File: src/rtl/delay_arbiter.sv
// delay_arbiter: round-robin sharing of one programmable delay counter among NUM_REQ requesters
//
// Ports:
//   clk      system clock, rising edge
//   rst      asynchronous active-low reset
//   req_i    per-requester request level, held until that requester's done pulse
//   dly_i    per-requester delay, requester k uses [k*CNT_W +: CNT_W], sampled at grant
//   gnt_o    one-hot grant, high from grant through the done cycle
//   done_o   one-hot single-cycle pulse when the granted delay expires
//   busy_o   high whenever the block is not idle
//   remain_o live counter value while counting, else 0
//            (present only when DELAY_ARBITER_REMAIN_OUT_EN is defined)
module delay_arbiter #(
    parameter int NUM_REQ = 4,
    parameter int CNT_W   = 8
) (
    input  logic                     clk,
    input  logic                     rst,
    input  logic [NUM_REQ-1:0]       req_i,
    input  logic [NUM_REQ*CNT_W-1:0] dly_i,
    output logic [NUM_REQ-1:0]       gnt_o,
    output logic [NUM_REQ-1:0]       done_o,
`ifdef DELAY_ARBITER_REMAIN_OUT_EN
    output logic [CNT_W-1:0]         remain_o,
`endif
    output logic                     busy_o
);
    localparam int PW = $clog2(NUM_REQ);
    typedef enum logic [1:0] {IDLE, COUNT, DONE} state_t;
    state_t state, state_nx;
    logic [CNT_W-1:0] cnt, cnt_nx;
    logic [PW-1:0] ptr, ptr_nx, idx, idx_nx, pick;
    logic any;
    logic [NUM_REQ-1:0] oh;
    logic [CNT_W-1:0] dly_a [NUM_REQ];
    for (genvar g = 0; g < NUM_REQ; g++) begin : g_dly
        assign dly_a[g] = dly_i[g*CNT_W +: CNT_W];
    end
    // Scan from the highest offset down so the lowest offset from ptr wins.
    always_comb begin
        logic [PW-1:0] j;
        any  = 1'b0;
        pick = '0;
        j    = '0;
        for (int i = NUM_REQ - 1; i >= 0; i--) begin
            j = PW'((int'(ptr) + i) % NUM_REQ);
            if (req_i[j]) begin
                any  = 1'b1;
                pick = j;
            end
        end
    end
    always_comb begin
        state_nx = state;
        cnt_nx   = cnt;
        ptr_nx   = ptr;
        idx_nx   = idx;
        case (state)
            IDLE: if (any) begin
                state_nx = COUNT;
                cnt_nx   = dly_a[pick];
                ptr_nx   = (pick == PW'(NUM_REQ - 1)) ? '0 : pick + 1'b1;
                idx_nx   = pick;
            end
            COUNT: if (!req_i[idx]) state_nx = IDLE;
                   else if (cnt == '0) state_nx = DONE;
                   else cnt_nx = cnt - 1'b1;
            DONE: state_nx = IDLE;
            default: state_nx = IDLE;
        endcase
    end
    always_ff @(posedge clk or negedge rst) begin
        if (!rst) begin
            state <= IDLE;
            cnt   <= '0;
            ptr   <= '0;
            idx   <= '0;
        end else begin
            state <= state_nx;
            cnt   <= cnt_nx;
            ptr   <= ptr_nx;
            idx   <= idx_nx;
        end
    end
    // Outputs decode registered state only, so req_i never reaches an output combinationally.
    assign oh     = NUM_REQ'(1) << idx;
    assign gnt_o  = (state != IDLE) ? oh : '0;
    assign done_o = (state == DONE) ? oh : '0;
    assign busy_o = state != IDLE;
`ifdef DELAY_ARBITER_REMAIN_OUT_EN
    // cnt may hold a stale value after an abort, so mask it outside COUNT.
    assign remain_o = (state == COUNT) ? cnt : '0;
`endif
endmodule

File: config.mk
export PLATFORM = sky130hd
export DESIGN_NAME = delay_arbiter
export DESIGN_NICKNAME = d
export VERILOG_FILES = /design/src/rtl/delay_arbiter.sv
export SDC_FILE = /design/constraint.sdc
export NUM_CORES = 1
export LEC_CHECK = 0
export BUFFER_PORTS_ARGS = -buffer_cell sky130_fd_sc_hd__buf_4
export CORE_UTILIZATION = 40
export DETAILED_ROUTE_END_ITERATION = 8
export MAX_ROUTING_LAYER = met4
export PLACE_DENSITY = 0.74
export SYNTH_ARGS = -nofsm -noshare
export SYNTH_HDL_FRONTEND = slang
export SYNTH_SLANG_ARGS = --single-unit
File: constraint.sdc
create_clock -name clk -period 3.4 [get_ports clk]
set_clock_uncertainty 0.2 [all_clocks]
set_input_delay 0.34 -clock clk [delete_from_list [all_inputs] [get_ports clk]]
set_output_delay 0.34 -clock clk [all_outputs]
set_load 0.01 [all_outputs]
* Word level (Yosys, flattened, before mapping)
Cells that the tools add are included.
** Cells by class
- Add/sub/neg operators :: 5
- Magnitude comparators :: 6
- Eq/ne operators :: 7
- Shifts and indexed selects :: 1
- Mux-type cells :: 32
- Bitwise logic cells :: 1
- Reductions and logical operators :: 7
** Operators by type and width (number)
- $mux W8 :: 5
- $bmux W8 S2 :: 1
- $mux W2 :: 8
- $pmux W8 S2 :: 1
- $lt A2 B3 Y1 const B :: 5
- $bmux W1 S2 :: 5
- $mux W1 :: 9
- $logic_not A8 Y1 :: 1
- $mux W4 :: 2
- $sub A8 B1 Y8 const B :: 1
- $ne A2 B2 Y1 const B :: 3
- $add A2 B1 Y2 const B :: 2
- $add A2 B2 Y2 const B :: 2
- $eq A2 B2 Y1 const B :: 2
- $pmux W2 S2 :: 1
- $reduce_and A2 Y1 :: 2
- $reduce_and A4 Y1 :: 1
- $reduce_bool A2 Y1 :: 2
- $shl A1 B2 Y4 const A :: 1
- $ge A3 B3 Y1 const B :: 1
- $ne A3 B3 Y1 const B :: 1
- $not A2 Y3 :: 1
- $eq A2 B1 Y1 const B :: 1
- $logic_not A2 Y1 :: 1
** Storage, ports and cells
- Bits in registers :: 14
- Input port bits :: 38
- Output and inout bits :: 9

* Depth between registers and ports, before layout
Gate-level depths: netlist (run 1).
- Word-level depth :: 13
- Gate-level depth with buffers :: 8

* Worst setup path after synthesis (run 1)
No wires, ideal clock.
- Kind :: reg-to-reg
- Start point :: reg idx[0]
- End point :: reg cnt[6]
- Data arrival time :: 1.736 ns
- Path slack :: 1.338 ns
- Stages on the path, launching flop included :: 7
- Path buffers :: 0
- Path through :: dfrtp_1 mux4_1 nand2_1 o21bai_4 and2_4 inv_6 a221o_1
** On the way
- Longest elaborated chain between the ends :: 4
** Ends and longest elaborated chain
- start: declaration :: RTL line 32 : logic [PW-1:0] ptr, ptr_nx, idx, idx_nx, pick;
- start signal: assignment :: RTL line 82 : idx <= idx_nx;
- $bmux W1 S2 :: RTL line 65 : COUNT: if (!req_i[idx]) state_nx = IDLE;
- $mux W1 (implied by the code) :: RTL line 65
- $ne A2 B2 Y1 (no line)
- $reduce_and A4 Y1 (no line)
- end signal: assignment :: RTL line 80 : cnt <= cnt_nx;
- end: declaration :: RTL line 31 : logic [CNT_W-1:0] cnt, cnt_nx;
Every way passes these cells. The select of a mux whose other input is x is not followed.
A chain may end at the register's enable or synchronous reset.

* Worst setup path after layout (run 1)
Ends and elaborated chain as after synthesis.

==> run summary, run 1 <==
outcome -> complete, no violations
maximum VDD drop -> 0.4418 mV
CTS buffer count -> 3
register share of total power -> 28.5%
final hold violations -> 0
layout cells sized above 1 -> 34.46%
Worst Tran Pin Value -> 0.5215 ns
max-slew violations -> 0
Yosys top cell by area -> dfrtp_1
initial core utilization -> 42.01%
# setup viols final -> 0
post-route ant nets -> 0
setup TNS -> 0 ns
die width -> 55.59 µm
CTS tree -> yes
Synth Register Bits -> 14
clk slew on worst S/H paths -> 0.09 ns
crit end category -> flip-flop
unrepaired setup endpoints after global routing -> no
Period minus WS final -> 2.323 ns
initial antenna violation count -> 0
Post-synth EDFFs -> 0
fin util -> 57.99%
initial DRC count -> 88
Wirelength per Cell -> 14.40 µm
ant diodes -> 0
Net Switching -> 530.2 µW
die footprint -> 0.003090 mm²
worst reg2reg path startpoint -> idx[0]$_DFFE_PN0P_
crit-path max FO -> 8
port bufs -> 46
setup slack after layout -> 1.077 ns
Pwr Density -> 752.0 mW/mm²
clock share of power -> 10.4%
setup slack, reg-to-reg -> 1.08 ns
Worst slew margin -> 65.10%
Hold Crit Class -> in2async
H-Tree Level Count -> 1
clock sink count -> 14
I/O pin cnt -> 47
CTS Buffer Depth -> 2
DRC viols -> 0
Mapped Area -> 0.001149 mm²
CTS Root Cell -> clkbuf_4
placer congestion estimate -> 0.8301
ys async rst share -> 100.0%
critical setup path kind -> reg2reg
grt ovf -> 0
worst r2r path cells -> 6
total placed cells including tap cells -> 203
Post-Synthesis Cells -> 127
Leakage -> 0.0007602 µW
Fin Hold WS -> 0.2359 ns
Core ar. -> 0.002734 mm²
max_cap viols -> 0
syn_nets -> 167
CP top delay family -> multiplexers
# nets final -> 218
most instantiated cells after synthesis -> mux2i_1 (21), nand2_1 (16), dfrtp_1 (14), nor2_1 (12), nor3_1 (8)
dpl ws -> 1.112 ns
share of the synthesized area in the top cell type -> 30.50%
top cells by area, synth -> dfrtp_1 (31%), mux2i_1 (18%), nand2_1 (5.2%)
most frequent cell after synthesis -> mux2i_1
Critical Path, Cell by Cell -> mux4_1, nand2_1, o21bai_4, and2_4, inv_6, a221o_1
first-pass GRT wire length -> 5.223 mm
Sw Share -> 44.47%
vias per cell -> 5.572
WP data arrival -> 2.29 ns
M1 GR Usage -> 25.93%
met3 usage -> 3.953%
largest net degree at the start of global routing -> 16
non-filler cells, final -> 208
WL final -> 2.995 mm
Primary FF master, synth -> dfrtp_1
Worst EP required -> 3.37 ns
row count -> 19
reg2reg end -> cnt[6]$_DFFE_PN0P_
fmax -> 430.6 MHz
crit start category -> flip-flop
Yosys warnings -> 0
vias in the first global route -> 1,205
GR Util met2 -> 37.18%
vias -> 1,159
DP HPWL -> 2.427 mm
Skew-Pair Late Insertion Delay -> 0.28 ns
combinational fraction of design power -> 61.1%
sequential share of the synthesized area -> 30.50%
chip height -> 55.59 µm
Int Power -> 661.9 µW
CP bufs+invs -> 1
DR pass1 iterations -> 4
fin crit share -> 68.31%
slowest CP cell -> mux4_1
Synth Area per Inst -> 9.044 µm²
CP max stage delay -> 0.63 ns
Global Route Usage Sum -> 21.52%
area grow syn2layout -> 38.02%
busiest grt layer -> met2
Synth cell types -> 38
## cell usage in the layout, fill, tap and decap left out, types with 2 or more instances in the layout
| master | synthesis | layout |
|---|---|---|
| nand2_1 | 16 | 16 |
| inv_1 | 4 | 4 |
| ha_1 | 2 | 2 |
| a211o_1 | 2 | 2 |
| o211ai_1 | 2 | 2 |
| clkbuf_4 | 0 | 3 |
| o21ai_0 | 4 | 4 |
| a21oi_1 | 3 | 3 |
| dfrtp_1 | 14 | 14 |
| a221o_1 | 3 | 3 |
| mux2i_1 | 21 | 21 |
| buf_4 | 2 | 48 |
| a21boi_0 | 3 | 3 |
| nor4_1 | 2 | 2 |
| nor2_1 | 12 | 12 |
| mux2_2 | 3 | 3 |
| nand2b_1 | 5 | 5 |
| nor3_1 | 8 | 8 |
## power groups by stage
stage	logic, µW	registers (µW)	clock network, µW
detailed placement	730	339	0
CTS	733	338	122
finish	728	340	124
floorplan	543	312	0
global placement	706	332	0
global route	797	354	133
## cell families (layout without fill, tap and decap cells)
kind of cell | count (synthesis) | after routing | share of synthesized area [%]
mux | 25 | 25 | 23.53
fa+ha+maj | 2 | 2 | 2.178
simple gates | 53 | 53 | 22.77
flops | 14 | 14 | 30.50
compound gates | 24 | 24 | 16.45
xor+xnor | 1 | 1 | 0.7627
buf+inv | 8 | 58 | 3.812
## worst max-delay path by stage
stage	endpoint	cells after the start	slack [ns]	startpoint
6_report	cnt[6]$_DFFE_PN0P_	6	1.08	idx[0]$_DFFE_PN0P_
5_1_grt	cnt[6]$_DFFE_PN0P_	6	0.99	idx[0]$_DFFE_PN0P_
4_1_cts	cnt[6]$_DFFE_PN0P_	6	1.07	idx[0]$_DFFE_PN0P_
3_5_place_dp	cnt[6]$_DFFE_PN0P_	6	1.11	idx[0]$_DFFE_PN0P_
3_3_place_gp	cnt[6]$_DFFE_PN0P_	6	1.15	idx[0]$_DFFE_PN0P_
2_1_floorplan	cnt[6]$_DFFE_PN0P_	6	1.34	idx[0]$_DFFE_PN0P_
## state kept, by name, summed over array words and instances (netlist names)
signal / count
ptr: 2
idx: 2
state: 2
cnt: 8
## through the flow
stage	instance area (µm²)	power, µW
2_1_floorplan	1149	854.7
3_3_place_gp	1539	1037
3_5_place_dp	1539	1069
4_1_cts	1585	1192
5_1_grt	1585	1283
6_report	1585	1192
## area by class of cell
cell class                 instances  area (µm²)
multi-input combinational        105       765.7
inverter                           5       23.77
sequential                        14       350.3
fill                             245        1149
timing repair buffer              49       370.4
tap                               31       38.79
clock buffer                       4       36.28
## layer usage
metal | part of all wire, % | up-vias
li1 | - | 571
met1 | 43 | 543
met2 | 51 | 43
met3 | 5.7 | 2
met4 | 0.27 | 0
met5 | 0 | -
## repair_timing
item | CTS | global route
hold buffers | 1 | 0
gates resized for setup | 0 | 0
hold endpoints to repair | 14 | 0
buffers inserted | 0 | 0
(Power assumes the default switching activity.)
==> inputs of run 2 (changes only) <==
- ABC_AREA: unset -> 1
- PLACE_DENSITY: 0.74 -> 0.75
- clock period: 3.4 -> 2.05 ns (I/O delays scaled with it)
==> run summary, run 2 <==
outcome -> finished, violations left
Worst Tran Pin Value -> 0.3747 ns (-0.1469 ns)
Skew-Pair Late Insertion Delay -> 0.30 ns (+0.02 ns)
Period minus WS final -> 2.094 ns (-0.2290 ns)
max_cap viols -> 0 (unchanged)
Global Route Usage Sum -> 20.95% (-0.57 points)
area occupied by registers -> 351.6 µm² (+0.36%)
Leakage -> 0.001056 µW (+39%)
Post-Synth XOR/XNOR Area -> 1.918% (+1.2 points)
CTS Buffer Depth -> 2 (unchanged)
most instantiated cells after synthesis -> nand2_1 (45), nand3_1 (42), nor2_1 (31), inv_1 (21), a21oi_1 (16)
# nets final -> 317 (+45%)
most common cell after layout, fill and taps aside -> buf_4
vias -> 1,595 (+38%)
multi-input logic area -> 0.001037 mm² (+35%)
unrepaired setup endpoints after global routing -> yes
clk slew on worst S/H paths -> 0.09 ns (about the same)
Simple-Gate Fraction of Synth Area -> 48.22% (+25 points)
CTS Root Cell -> clkbuf_4
sequential share of the synthesized area -> 25.57% (-4.9 points)
Synth Register Bits -> 14 (unchanged)
DRC viols -> 0 (unchanged)
most frequent cell after synthesis -> nand2_1
slowest CP cell -> dfrtp_1
syn_nets -> 255 (+53%)
Primary FF master, synth -> dfrtp_1
Post-synth EDFFs -> 0 (unchanged)
register share of total power -> 14.1% (-14 points)
Yosys warnings -> 0 (unchanged)
Critical Path, Cell by Cell -> buf_6, nand2_1, nand2_1, a21oi_4, nand2_2, nor2_4, nor2_4, nor2_4, inv_4, nor2_1, a21oi_1
Net Switching -> 2095 µW (+300%)
Synth Area per Inst -> 6.372 µm² (-30%)
clock sink count -> 14 (unchanged)
die footprint -> 0.003663 mm² (+19%)
H-Tree Level Count -> 1 (unchanged)
DR pass1 iterations -> 4 (unchanged)
ant diodes -> 0 (unchanged)
placer congestion estimate -> 0.8861 (+6.7%)
critical setup path kind -> reg2reg
maximum VDD drop -> 1.219 mV (+180%)
Int Power -> 1907 µW (+190%)
most frequent cells in the layout -> buf_4 (55), nand3_1 (37), nand2_1 (36)
area grow syn2layout -> 53.24%
chip height -> 60.53 µm (+8.9%)
clock share of power -> 5.2% (-5.2 points)
Core ar. -> 0.003153 mm² (+15%)
Worst EP required -> 2.03 ns (-1.34 ns)
largest net degree at the start of global routing -> 18 (+2)
CTS tree -> yes
crit start category -> flip-flop
WL final -> 4.037 mm (+35%)
adder-cell area share of the yosys netlist -> 1.826% (-0.35 points)
fmax -> 477.6 MHz (+11%)
initial DRC count -> 54 (-39%)
failing checks -> setup timing
Mapped Area -> 0.001370 mm² (+19%)
largest family of logic cells by synthesized area -> simple AND/OR/NAND/NOR gates
combinational fraction of design power -> 80.8% (+20 points)
cell mode on critical path -> nor2_4
Synth Area in Compound Gates -> 11.96% (-4.5 points)
grt ovf -> 0 (unchanged)
crit end category -> flip-flop
Hold Crit Class -> in2async
crit-path max FO -> 8 (unchanged)
top cells by area, synth -> dfrtp_1 (26%), nand3_1 (15%), nand2_1 (12%)
Sw Share -> 52.35% (+7.9 points)
largest reg by FF count -> cnt
vias in the first global route -> 1,313 (+9.0%)
final hold violations -> 0 (unchanged)
# fillers -> 275 (+12%)
first-pass GRT wire length -> 5.602 mm (+7.3%)
layout cells sized above 1 -> 39.86% (+5.4 points)
setup slack after layout -> -0.04359 ns (-1.121 ns)
Synth cell types -> 29 (-24%)
# setup viols final -> 8 (+8)
max-slew violations -> 0 (unchanged)
vias per cell -> 4.984 (-11%)
CP max stage delay -> 0.43 ns (-0.20 ns)
die width -> 60.53 µm (+8.9%)
ys async rst share -> 100.0% (unchanged)
DP HPWL -> 2.747 mm (+13%)
post-route cell area -> 0.002100 mm² (+32%)
port bufs -> 46 (unchanged)
Yosys top cell by area -> dfrtp_1
initial core utilization -> 43.45% (+1.4 points)
initial antenna violation count -> 0 (unchanged)
I/O pin cnt -> 47 (unchanged)
CTS buffer count -> 3 (unchanged)
fin crit share -> 102.1% (+34 points)
row count -> 20 (+1)
Pwr Density -> 1906 mW/mm² (+150%)
Post-Synthesis Cells -> 215 (+69%)
setup TNS -> -0.1539 ns (-0.1539 ns)
WP data arrival -> 2.08 ns (-0.21 ns)
share of the synthesized area in the top cell type -> 25.57% (-4.9 points)
Worst slew margin -> 75.02% (+9.9 points)
mux share of post-synthesis cell area -> 0% (-24 points)
Wirelength per Cell -> 12.62 µm (-12%)
max reg flops -> 8 (unchanged)
Area after DPL -> 0.001834 mm² (+19%)
post-route ant nets -> 0 (unchanged)
[run 2: worst paths after layout]
path / start / end / slack, ns / cells past startpoint
setup / recovery: ptr[0]$_DFFE_PN0P_ / cnt[7]$_DFFE_PN0P_ / -0.04 / 11
hold / removal: rst / idx[1]$_DFFE_PN0P_ / 0.08 / 2
setup reg to reg: ptr[0]$_DFFE_PN0P_ / cnt[7]$_DFFE_PN0P_ / -0.04 / 11
hold reg to reg: cnt[5]$_DFFE_PN0P_ / cnt[5]$_DFFE_PN0P_ / 0.34 / 2
max in group asynchronous: rst / ptr[1]$_DFFE_PN0P_ / 1.39 / 2
min in group clk: dly_i[27] / cnt[3]$_DFFE_PN0P_ / 0.10 / 5
[run 2: cells by family after synthesis]
group           after synthesis
simple gates                137
compound gates               31
buf+inv                      28
flops                        14
xor+xnor                      3
fa+ha+maj                     2
[run 2: power by group through the flow]
stage	Combinational [µW]	Clock, µW	Sequential [µW]
2_1_floorplan	1970	0	521
3_3_place_gp	2610	0	552
3_5_place_dp	2630	0	554
4_1_cts	2640	201	548
5_1_grt	3560	220	587
6_report	3230	207	564
[run 2: per-stage QoR]
| step | hold slack, ns | utilization (%) | cells | power [µW] | setup slack, ns |
|---|---|---|---|---|---|
| floorplan | -0.2906 | - | 215 | 2489 | 0.1812 |
| global placement | -0.1379 | 58.17 | 311 | 3163 | 0.02189 |
| detailed placement | -0.1382 | 58.17 | 311 | 3186 | 0.05866 |
| CTS | 0.09936 | 59.64 | 316 | 3392 | 0.04482 |
| global route | 0.1121 | 66.59 | 320 | 4363 | -0.1596 |
| finish | 0.08307 | 66.59 | 320 | 4002 | -0.04359 |
[run 2: layer usage]
layer | track usage (%) | routed length (µm) | vias up
li1 | - | - | 829
met4 | 7.792 | 163 | 0
met2 | 29.67 | 1829 | 62
met3 | 1.279 | 207 | 14
met5 | - | 0 | -
met1 | 31.21 | 1837 | 690
[run 2: layout make-up]
cell class	instances	share of cell area (%)
inverter	23	4.887
clock buffer	4	1.728
timing repair buffer	62	24.61
sequential	14	16.75
multi-input combinational	173	49.40
tap	44	2.622
[run 2: repair_timing]
action	4_1_cts	5_1_grt
hold buffers	1	0
resized for setup	0	42
buffers inserted	0	4
endpoints found under the setup margin	0	10
endpoints found under the hold margin	14	0
[run 2: worst max-delay path, delay by kind of cell, from the launching register on]
kind	cells	cell delay [ns]
AND/OR/NAND/NOR	7	0.81
flip-flops	1	0.43
AO/OA/AOI/OAI	2	0.29
buffers and inverters	2	0.23
